--- src/rtl/audio_i2s_tx_if.sv ---
// audio_if: codec link carrying master clock, I2S data and word select.
// The transmitter drives mclk/dac/lrck; adc belongs to the codec side.
interface audio_if;
  logic mclk;
  logic dac;
  logic lrck;
  logic adc;

  modport tx (
    output mclk,
    output dac,
    output lrck
  );

  modport codec (
    input  mclk,
    input  dac,
    input  lrck,
    output adc
  );
endinterface

--- src/rtl/audio_i2s_tx.sv ---
// Stereo I2S transmitter: FIFO of {L,R} frames serialised at 256 mclk/frame.
// AUDIO_I2S_TX_HOLD_ON_UNDERRUN_EN: repeat last frame on underrun instead of silence.
module audio_i2s_tx #(
  parameter int SAMPLE_W   = 16,
  parameter int FIFO_DEPTH = 4
) (
  input  logic                clk_12_288_mhz,
  input  logic                reset,
  input  logic [SAMPLE_W-1:0] sample_left,
  input  logic [SAMPLE_W-1:0] sample_right,
  input  logic                sample_valid,
  output logic                sample_ready,
  output logic                frame_strobe,
  output logic [15:0]         underrun_count,
  audio_if.tx                 audio
);

  localparam int AW = $clog2(FIFO_DEPTH);

  logic [7:0]          phase;
  logic [7:0]          phase_nxt;
  logic [SAMPLE_W-1:0] mem_l [FIFO_DEPTH];
  logic [SAMPLE_W-1:0] mem_r [FIFO_DEPTH];
  logic [AW:0]         wr_ptr;
  logic [AW:0]         rd_ptr;
  logic [SAMPLE_W-1:0] frame_l;
  logic [SAMPLE_W-1:0] frame_r;
  logic                dac_q;
  logic                dac_nxt;
  logic                empty;
  logic                full;
  logic                push;
  logic                load;
  logic                pop;
  logic [4:0]          bit_k;
  logic [SAMPLE_W-1:0] sel;
  logic [SAMPLE_W-1:0] slot;

  assign phase_nxt = phase + 8'd1;
  assign empty = (wr_ptr == rd_ptr);
  assign full  = (wr_ptr[AW] != rd_ptr[AW]) &&
                 (wr_ptr[AW-1:0] == rd_ptr[AW-1:0]);

  assign sample_ready = !full && !reset;
  assign push = sample_valid && sample_ready;
  assign load = (phase == 8'hFF);
  assign pop  = load && !empty;

  assign frame_strobe = load;
  assign audio.mclk   = clk_12_288_mhz;
  assign audio.lrck   = phase[7];
  assign audio.dac    = dac_q;

  // Slot bit for the phase about to start; k=0 is the I2S 1-bit delay.
  assign bit_k = phase_nxt[6:2];
  assign sel   = phase_nxt[7] ? frame_r : frame_l;

  always_comb begin
    dac_nxt = 1'b0;
    slot    = '0;
    if (bit_k != 5'd0 && {1'b0, bit_k} <= 6'(SAMPLE_W)) begin
      slot    = sel >> (6'(SAMPLE_W) - {1'b0, bit_k});
      dac_nxt = slot[0];
    end
  end

  always_ff @(posedge clk_12_288_mhz) begin
    if (push) begin
      mem_l[wr_ptr[AW-1:0]] <= sample_left;
      mem_r[wr_ptr[AW-1:0]] <= sample_right;
    end
  end

  always_ff @(posedge clk_12_288_mhz) begin
    if (reset) begin
      phase          <= 8'h00;
      wr_ptr         <= '0;
      rd_ptr         <= '0;
      frame_l        <= '0;
      frame_r        <= '0;
      dac_q          <= 1'b0;
      underrun_count <= 16'h0000;
    end else begin
      phase <= phase_nxt;
      dac_q <= dac_nxt;
      if (push) begin
        wr_ptr <= wr_ptr + 1'b1;
      end
      if (pop) begin
        rd_ptr  <= rd_ptr + 1'b1;
        frame_l <= mem_l[rd_ptr[AW-1:0]];
        frame_r <= mem_r[rd_ptr[AW-1:0]];
      end else if (load) begin
        if (underrun_count != 16'hFFFF) begin
          underrun_count <= underrun_count + 16'd1;
        end
`ifdef AUDIO_I2S_TX_HOLD_ON_UNDERRUN_EN
        frame_l <= frame_l;
        frame_r <= frame_r;
`else
        frame_l <= '0;
        frame_r <= '0;
`endif
      end
    end
  end

endmodule
--- src/flat_wrapper.sv ---
// flat-port wrapper written by rule: the top's interface ports become plain ports
module audio_i2s_tx_flat 
#(
  parameter int SAMPLE_W   = 16,
  parameter int FIFO_DEPTH = 4
)
  (clk_12_288_mhz, reset, sample_left, sample_right, sample_valid, sample_ready, frame_strobe, underrun_count, audio_mclk, audio_dac, audio_lrck);
  audio_if audio_i ();
  input  logic clk_12_288_mhz;
  input  logic reset;
  input  logic [SAMPLE_W-1:0] sample_left;
  input  logic [SAMPLE_W-1:0] sample_right;
  input  logic sample_valid;
  output logic sample_ready;
  output logic frame_strobe;
  output logic [15:0] underrun_count;
  output wire logic [$bits(audio_i.mclk)-1:0] audio_mclk;
  output wire logic [$bits(audio_i.dac)-1:0] audio_dac;
  output wire logic [$bits(audio_i.lrck)-1:0] audio_lrck;
  assign audio_mclk = audio_i.mclk;
  assign audio_dac = audio_i.dac;
  assign audio_lrck = audio_i.lrck;
  audio_i2s_tx #(.SAMPLE_W(SAMPLE_W), .FIFO_DEPTH(FIFO_DEPTH)) u_core (.clk_12_288_mhz(clk_12_288_mhz), .reset(reset), .sample_left(sample_left), .sample_right(sample_right), .sample_valid(sample_valid), .sample_ready(sample_ready), .frame_strobe(frame_strobe), .underrun_count(underrun_count), .audio(audio_i));
endmodule
--- config.mk ---
export PLATFORM = sky130hd
export DESIGN_NAME = audio_i2s_tx_flat
export DESIGN_NICKNAME = d
export VERILOG_FILES = /design/src/rtl/audio_i2s_tx_if.sv /design/src/rtl/audio_i2s_tx.sv /design/src/flat_wrapper.sv
export SDC_FILE = /design/constraint.sdc
export NUM_CORES = 1
export LEC_CHECK = 0
export ABC_CLOCK_PERIOD_IN_PS = 2800
export BUFFER_PORTS_ARGS = -buffer_cell sky130_fd_sc_hd__buf_4
export CAP_MARGIN = 15
export CORE_MARGIN = 2
export CORE_UTILIZATION = 35
export CTS_BUF_LIST = sky130_fd_sc_hd__clkbuf_2 sky130_fd_sc_hd__clkbuf_4 sky130_fd_sc_hd__clkbuf_8
export DETAILED_ROUTE_END_ITERATION = 12
export GPL_ROUTABILITY_DRIVEN = 0
export PLACE_DENSITY_LB_ADDON = 0.2
export RECOVER_POWER = 100
export SLEW_MARGIN = 20
export SYNTH_ARGS = -nofsm -noshare
export SYNTH_HDL_FRONTEND = slang
export SYNTH_SLANG_ARGS = --single-unit
--- constraint.sdc ---
create_clock -name clk_12_288_mhz -period 2.8 [get_ports clk_12_288_mhz]
set_input_delay 0.56 -clock clk_12_288_mhz [delete_from_list [all_inputs] [get_ports clk_12_288_mhz]]
set_output_delay 0.56 -clock clk_12_288_mhz [all_outputs]
set_load 0.02 [all_outputs]
==> run metrics, run 1 <==
status=finished with violations; failing checks=capacitance limit, slew limit; area added between synthesis and finish=12.8%; EDFF count, synth=approximately 130; CP Max Fanout=4; clock-pin slew on the worst setup and hold paths=about 0.10 ns; Slew HR=-0.283; Final Slew Violations=between 40 and 50; vias per cell=approximately 4.9; Cell Area, Placed=8570 um2; Distinct cells, synth=56; DRC Markers=0; Worst VDD drop=a little over 0.0003 V; Seq cells post-synth=193; crit path cell chain=ha_1 -> xor2_2 -> inv_1 -> ha_1 -> xnor2_2 -> xnor2_2 -> mux4_2 -> nor3b_1 -> or4_1 -> o22ai_1; Total Wirelength=approximately 15000 um; # IOs=56; worst setup margin=approximately 0.19 ns; Min-Delay Path Class=in -> reg; XOR/XNOR share of the synthesized area=0.0392; drt pass-1 iters=4; async set or reset register ratio after synthesis=0; synthesized netlist cell count=around 530; Critical Path RT=3.23 ns; Max-cap violations=1; ant diodes=0; Die Span Y=around 150 um; commonest non-fill, non-tap cell in the layout=edfxtp_1; sequential element share of the synthesized area=0.661; DP HPWL=9970 um; crit path buf inv count=1; crit path time final=~2.6 ns; final setup violation count=0; Main synth FF type=edfxtp_1; final worst-path cycle share=0.933; synth warn=0; via count of the routed design=between 4000 and 5000; Worst Tran Pin Value=around 1.9 ns; Compound-Gate Fraction of Synth Area=0.0439; GR Util All Layers=0.134; routed len/inst=between 15 and 20 um; Final Hold Fails=0; initial antenna violation count=0; dpl ws=~0.12 ns; Initial Util=0.357; die width=roughly 150 um; most frequent cells in the layout=edfxtp_1, nor2_1, dfxtp_1; main combinational cell family by area after synthesis=multiplexers; grt ovf=0; Cell Pwr Density=between 500 and 600 nW/um2; Slowest cell on crit path=mux4_2; layout cells sized above 1=0.169; static leakage=about 0.0028 uW; Mapped Area=between 7000 and 8000 um2; Post-Synth Simple-Gate Area=0.109; Core ar.=between 20000 and 25000 um2; worst setup path class=reg -> reg; delay of the slowest critical-path stage=between 0.5 and 0.6 ns; CP delay by family, top=XOR/XNOR gates; largest net degree at the start of global routing=67; fin util=0.402; Avg Inst Size Synth=around 15 um2; 1st-iter DRT viols=251; Crit path arrival time=between 3 and 4 ns; Critical Path Sink Type=flip-flop; multiplexer area fraction after synthesis=0.113; clk_skew=~0.017 ns; CTS tree=built; Post-DRT Antenna Nets=0; Mapped Nets=between 500 and 600; Finished Layout Cells=slightly below 900; Synth Area in Adders=0.0129; vias in the first global route=4510; FMAX=383 MHz; die area=between 20000 and 25000 um2; Post-Place Cells=roughly 860; Std-Cell Rows=54; fin nets=about 650; Worst-Skew Late Latency=roughly 0.56 ns; startpoint types=flip-flop; first-pass GRT wire length=roughly 24000 um; Buffers on Ports=between 50 and 60; design area=between 8000 and 9000 um2
[worst register-to-register path, cell delays in order, from the launching register on]
cell and delay, ns:
dfxtp_1 0.37, ha_1 0.23, xor2_2 0.20, inv_1 0.08
ha_1 0.25, xnor2_2 0.18, xnor2_2 0.26, mux4_2 0.54
nor3b_1 0.18, or4_1 0.13, o22ai_1 0.07
[flip-flops by register name, indices dropped and copies added (netlist names), named ones only]
name and flops:
u_core.mem_l 64, u_core.wr_ptr 3, u_core.frame_r 16, u_core.mem_r 64, u_core.audio.dac 1, u_core.underrun_count 16, u_core.frame_l 16, u_core.phase 8
u_core.rd_ptr 3
[worst paths after layout]
kind	startpoint	endpoint	slack, ns	cells past startpoint
max	u_core.phase[0]	u_core.audio.dac	0.19	10
min	sample_right[11]	u_core.mem_r[3][11]	0.25	1
max reg2reg	u_core.phase[0]	u_core.audio.dac	0.19	10
min reg2reg	u_core.phase[0]	u_core.phase[0]	0.47	1
[metrics by stage]
stage               total power (uW)  setup TNS [ns]  hold WS [ns]
global placement                3490               0         0.439
detailed placement              3500               0         0.458
CTS                             5320               0         0.159
finish                          5210               0         0.252
global route                    5440         -0.0282         0.229
floorplan                       3370               0         0.425
[cells by family after synthesis]
logic type / count (synthesis)
DFF: 193
and+or+nand+nor: 160
AOI/OAI and AO/OA: 62
muxes: 43
buffers and inverters: 37
xor gates and xnor gates: 31
adders and majority gates: 8
[synth_stat cells (all sizes together), types with 2 or more instances]
master | n | area [um2]
a21oi | 43 | 215
a31oi | 2 | 12.5
and2 | 2 | 13.8
and3 | 7 | 48.8
and4 | 4 | 37.5
buf | 13 | 75.1
clkbuf | 17 | 63.8
dfxtp | 65 | 1300
edfxtp | 128 | 3840
ha | 8 | 100
inv | 6 | 22.5
mux2 | 3 | 33.8
mux2i | 5 | 50.1
mux4 | 35 | 792
nand2 | 16 | 60.1
nand3 | 11 | 60.1
nand4 | 3 | 18.8
nor2 | 69 | 259
nor2b | 2 | 12.5
nor3 | 3 | 20.0
nor3b | 33 | 248
o21ai | 8 | 40.0
or2 | 2 | 12.5
or3 | 2 | 13.8
or4 | 2 | 15.0
xnor2 | 14 | 156
xor2 | 17 | 149
[repair_timing]
item / 4_1_cts / 5_1_grt
hold buffers: 0 / 0
setup endpoints to repair: 0 / 1
resized for setup: 0 / 2
buffers inserted: 0 / 2
[layer usage]
metal,vias up,GRT usage,routed length [um]
li1,2137,-,-
met1,2204,0.167,6780
met2,69,0.224,7510
met3,13,0.0354,479
met4,0,0.0516,224
met5,-,0,0
[where the power goes]
part	internal (uW)	switching, uW
clock network	826	1020
logic	99.0	164
registers	3090	16.5
[final cells by class]
class / instances / area, um2
fill: 2070 / 13000
clock buffer: 22 / 287
multi-input combinational: 304 / 2490
timing repair buffer: 75 / 355
sequential: 193 / 5150
clock inverter: 14 / 129
tap: 280 / 350
inverter: 7 / 26.3
No activity file was read; power rests on OpenSTA's default activity.
==> run 2: changes to the inputs <==
- CTS_CLUSTER_DIAMETER: not set -> 30
- RECOVER_POWER: 100 -> 25
==> run 2 against run 1 <==
Effect of this change:
- the flow now finishes without violations
- sequential cell count stayed put
- global-route usage stayed put
- clock-buffer cell count stayed put
- cell count stayed put
- die area stayed put
- clock skew hardly changed
- clock power hardly changed
- critical path type unchanged
- largest cell class unchanged
- highest routed layer unchanged
==> run metrics, run 2 (synthesis gave the netlist of run 1 again) <==
crit path buf inv count=1 (unchanged); layout cells sized above 1=0.215 (was 0.169); Post-DRT Antenna Nets=0 (unchanged); die width=153 um (unchanged); Cell Pwr Density=587 nW/um2 (was 594 nW/um2); Std-Cell Rows=54 (unchanged); crit path cell chain=ha_1 -> xor2_2 -> inv_1 -> ha_1 -> xnor2_2 -> xnor2_2 -> mux4_2 -> nor3b_1 -> or4_1 -> o22ai_1 (unchanged); # IOs=56 (unchanged); Critical Path RT=3.23 ns (about the same); static leakage=0.00295 uW (was 0.00283 uW); final worst-path cycle share=0.931 (was 0.933); drt pass-1 iters=7 (was 4); worst setup path class=reg -> reg (unchanged); final setup violation count=0 (unchanged); Crit path arrival time=3.04 ns (was 3.05 ns); DP HPWL=9970 um (unchanged); crit path time final=2.61 ns (about the same); clock-pin slew on the worst setup and hold paths=0.09 ns (was 0.10 ns); via count of the routed design=4420 (was 4423); Die Span Y=153 um (unchanged); largest net degree at the start of global routing=67 (unchanged); Final Hold Fails=0 (unchanged); grt ovf=0 (unchanged); first-pass GRT wire length=24200 um (unchanged); 1st-iter DRT viols=267 (was 251); Critical Path Sink Type=flip-flop (unchanged); initial antenna violation count=0 (unchanged); DRC Markers=0 (unchanged); clk_skew=0.0173 ns (was 0.0169 ns); Initial Util=0.357 (unchanged); CTS tree=built (unchanged); delay of the slowest critical-path stage=0.54 ns (about the same); vias per cell=4.94 (about the same); Cell Area, Placed=8570 um2 (unchanged); Worst Tran Pin Value=0.626 ns (was 1.92 ns); most frequent cells in the layout=edfxtp_1, nor2_1, dfxtp_1 (unchanged); Slew HR=0.583 (was -0.283); Min-Delay Path Class=in -> reg (unchanged); CP delay by family, top=XOR/XNOR gates (unchanged); startpoint types=flip-flop (unchanged); Buffers on Ports=55 (unchanged); routed len/inst=16.8 um (was 16.7 um); die area=23400 um2 (unchanged); Max-cap violations=0 (was 1); worst hold margin=0.208 ns (was 0.252 ns); Final Slew Violations=0 (was 47); commonest non-fill, non-tap cell in the layout=edfxtp_1 (unchanged); status=completed (was finished with violations); GR Util All Layers=0.134 (unchanged); area added between synthesis and finish=14.5% (was 12.8%); Total Wirelength=15000 um (about the same); CP Max Fanout=4 (unchanged); Core ar.=21800 um2 (unchanged); Worst VDD drop=0.000311 V (was 0.000310 V); design area=8910 um2 (was 8780 um2); vias in the first global route=4510 (unchanged); ant diodes=0 (unchanged); Slowest cell on crit path=mux4_2 (unchanged); FMAX=383 MHz (about the same); fin nets=645 (unchanged); Worst-Skew Late Latency=0.56 ns (about the same)
## run 2: layout make-up
type | instances | area [um2]
clock buffer | 22 | 290
clock inverter | 14 | 129
fill | 2031 | 12900
inverter | 7 | 26.3
multi-input combinational | 304 | 2490
sequential | 193 | 5150
tap | 280 | 350
timing repair buffer | 75 | 482
## run 2: metal layers
layer / wire length (um) / global-route usage
met5: 0 / 0
met1: 6750 / 0.167
met3: 522 / 0.0354
met4: 227 / 0.0516
met2: 7510 / 0.224
## run 2: where the power goes
part	switching, uW	total, uW	internal, uW
Clock	1020	1850	839
Combinational	164	272	108
Sequential	16.5	3110	3090
## run 2: timing repair
| item | in CTS | in global routing |
|---|---|---|
| buffers inserted | 0 | 2 |
| endpoints found under the setup margin | 0 | 1 |
| hold buffers | 0 | 0 |
| resized for setup | 0 | 2 |
## run 2: worst paths after layout
check / startpoint / endpoint / slack, ns / cells after the start
max reg2reg: u_core.phase[0] / u_core.audio.dac / 0.19 / 10
min reg2reg: u_core.phase[0] / u_core.phase[0] / 0.47 / 1
min: sample_right[1] / u_core.mem_r[3][1] / 0.21 / 1
max: u_core.phase[0] / u_core.audio.dac / 0.19 / 10
## run 2: metrics by stage
stage          total power [uW]  TNS, ns   util  std cells  setup WS [ns]
3_5_place_dp               3500        0  0.393        858          0.118
3_3_place_gp               3490        0  0.393        858          0.191
2_1_floorplan              3370        0      -        534         0.0645
5_1_grt                    5460  -0.0203  0.408        895        -0.0203
4_1_cts                    5320        0  0.412        893         0.0957
6_report                   5230        0  0.408        895          0.192
## run 2: worst register-to-register path, delay by kind of cell, from the launching register on
kind / cells / cell delay, ns
AND/OR/NAND/NOR: 2 / 0.31
adder cells (fa/ha/maj): 2 / 0.48
AO/OA/AOI/OAI: 1 / 0.06
XOR/XNOR: 3 / 0.64
buffers and inverters: 1 / 0.08
multiplexers: 1 / 0.54
flip-flops: 1 / 0.37
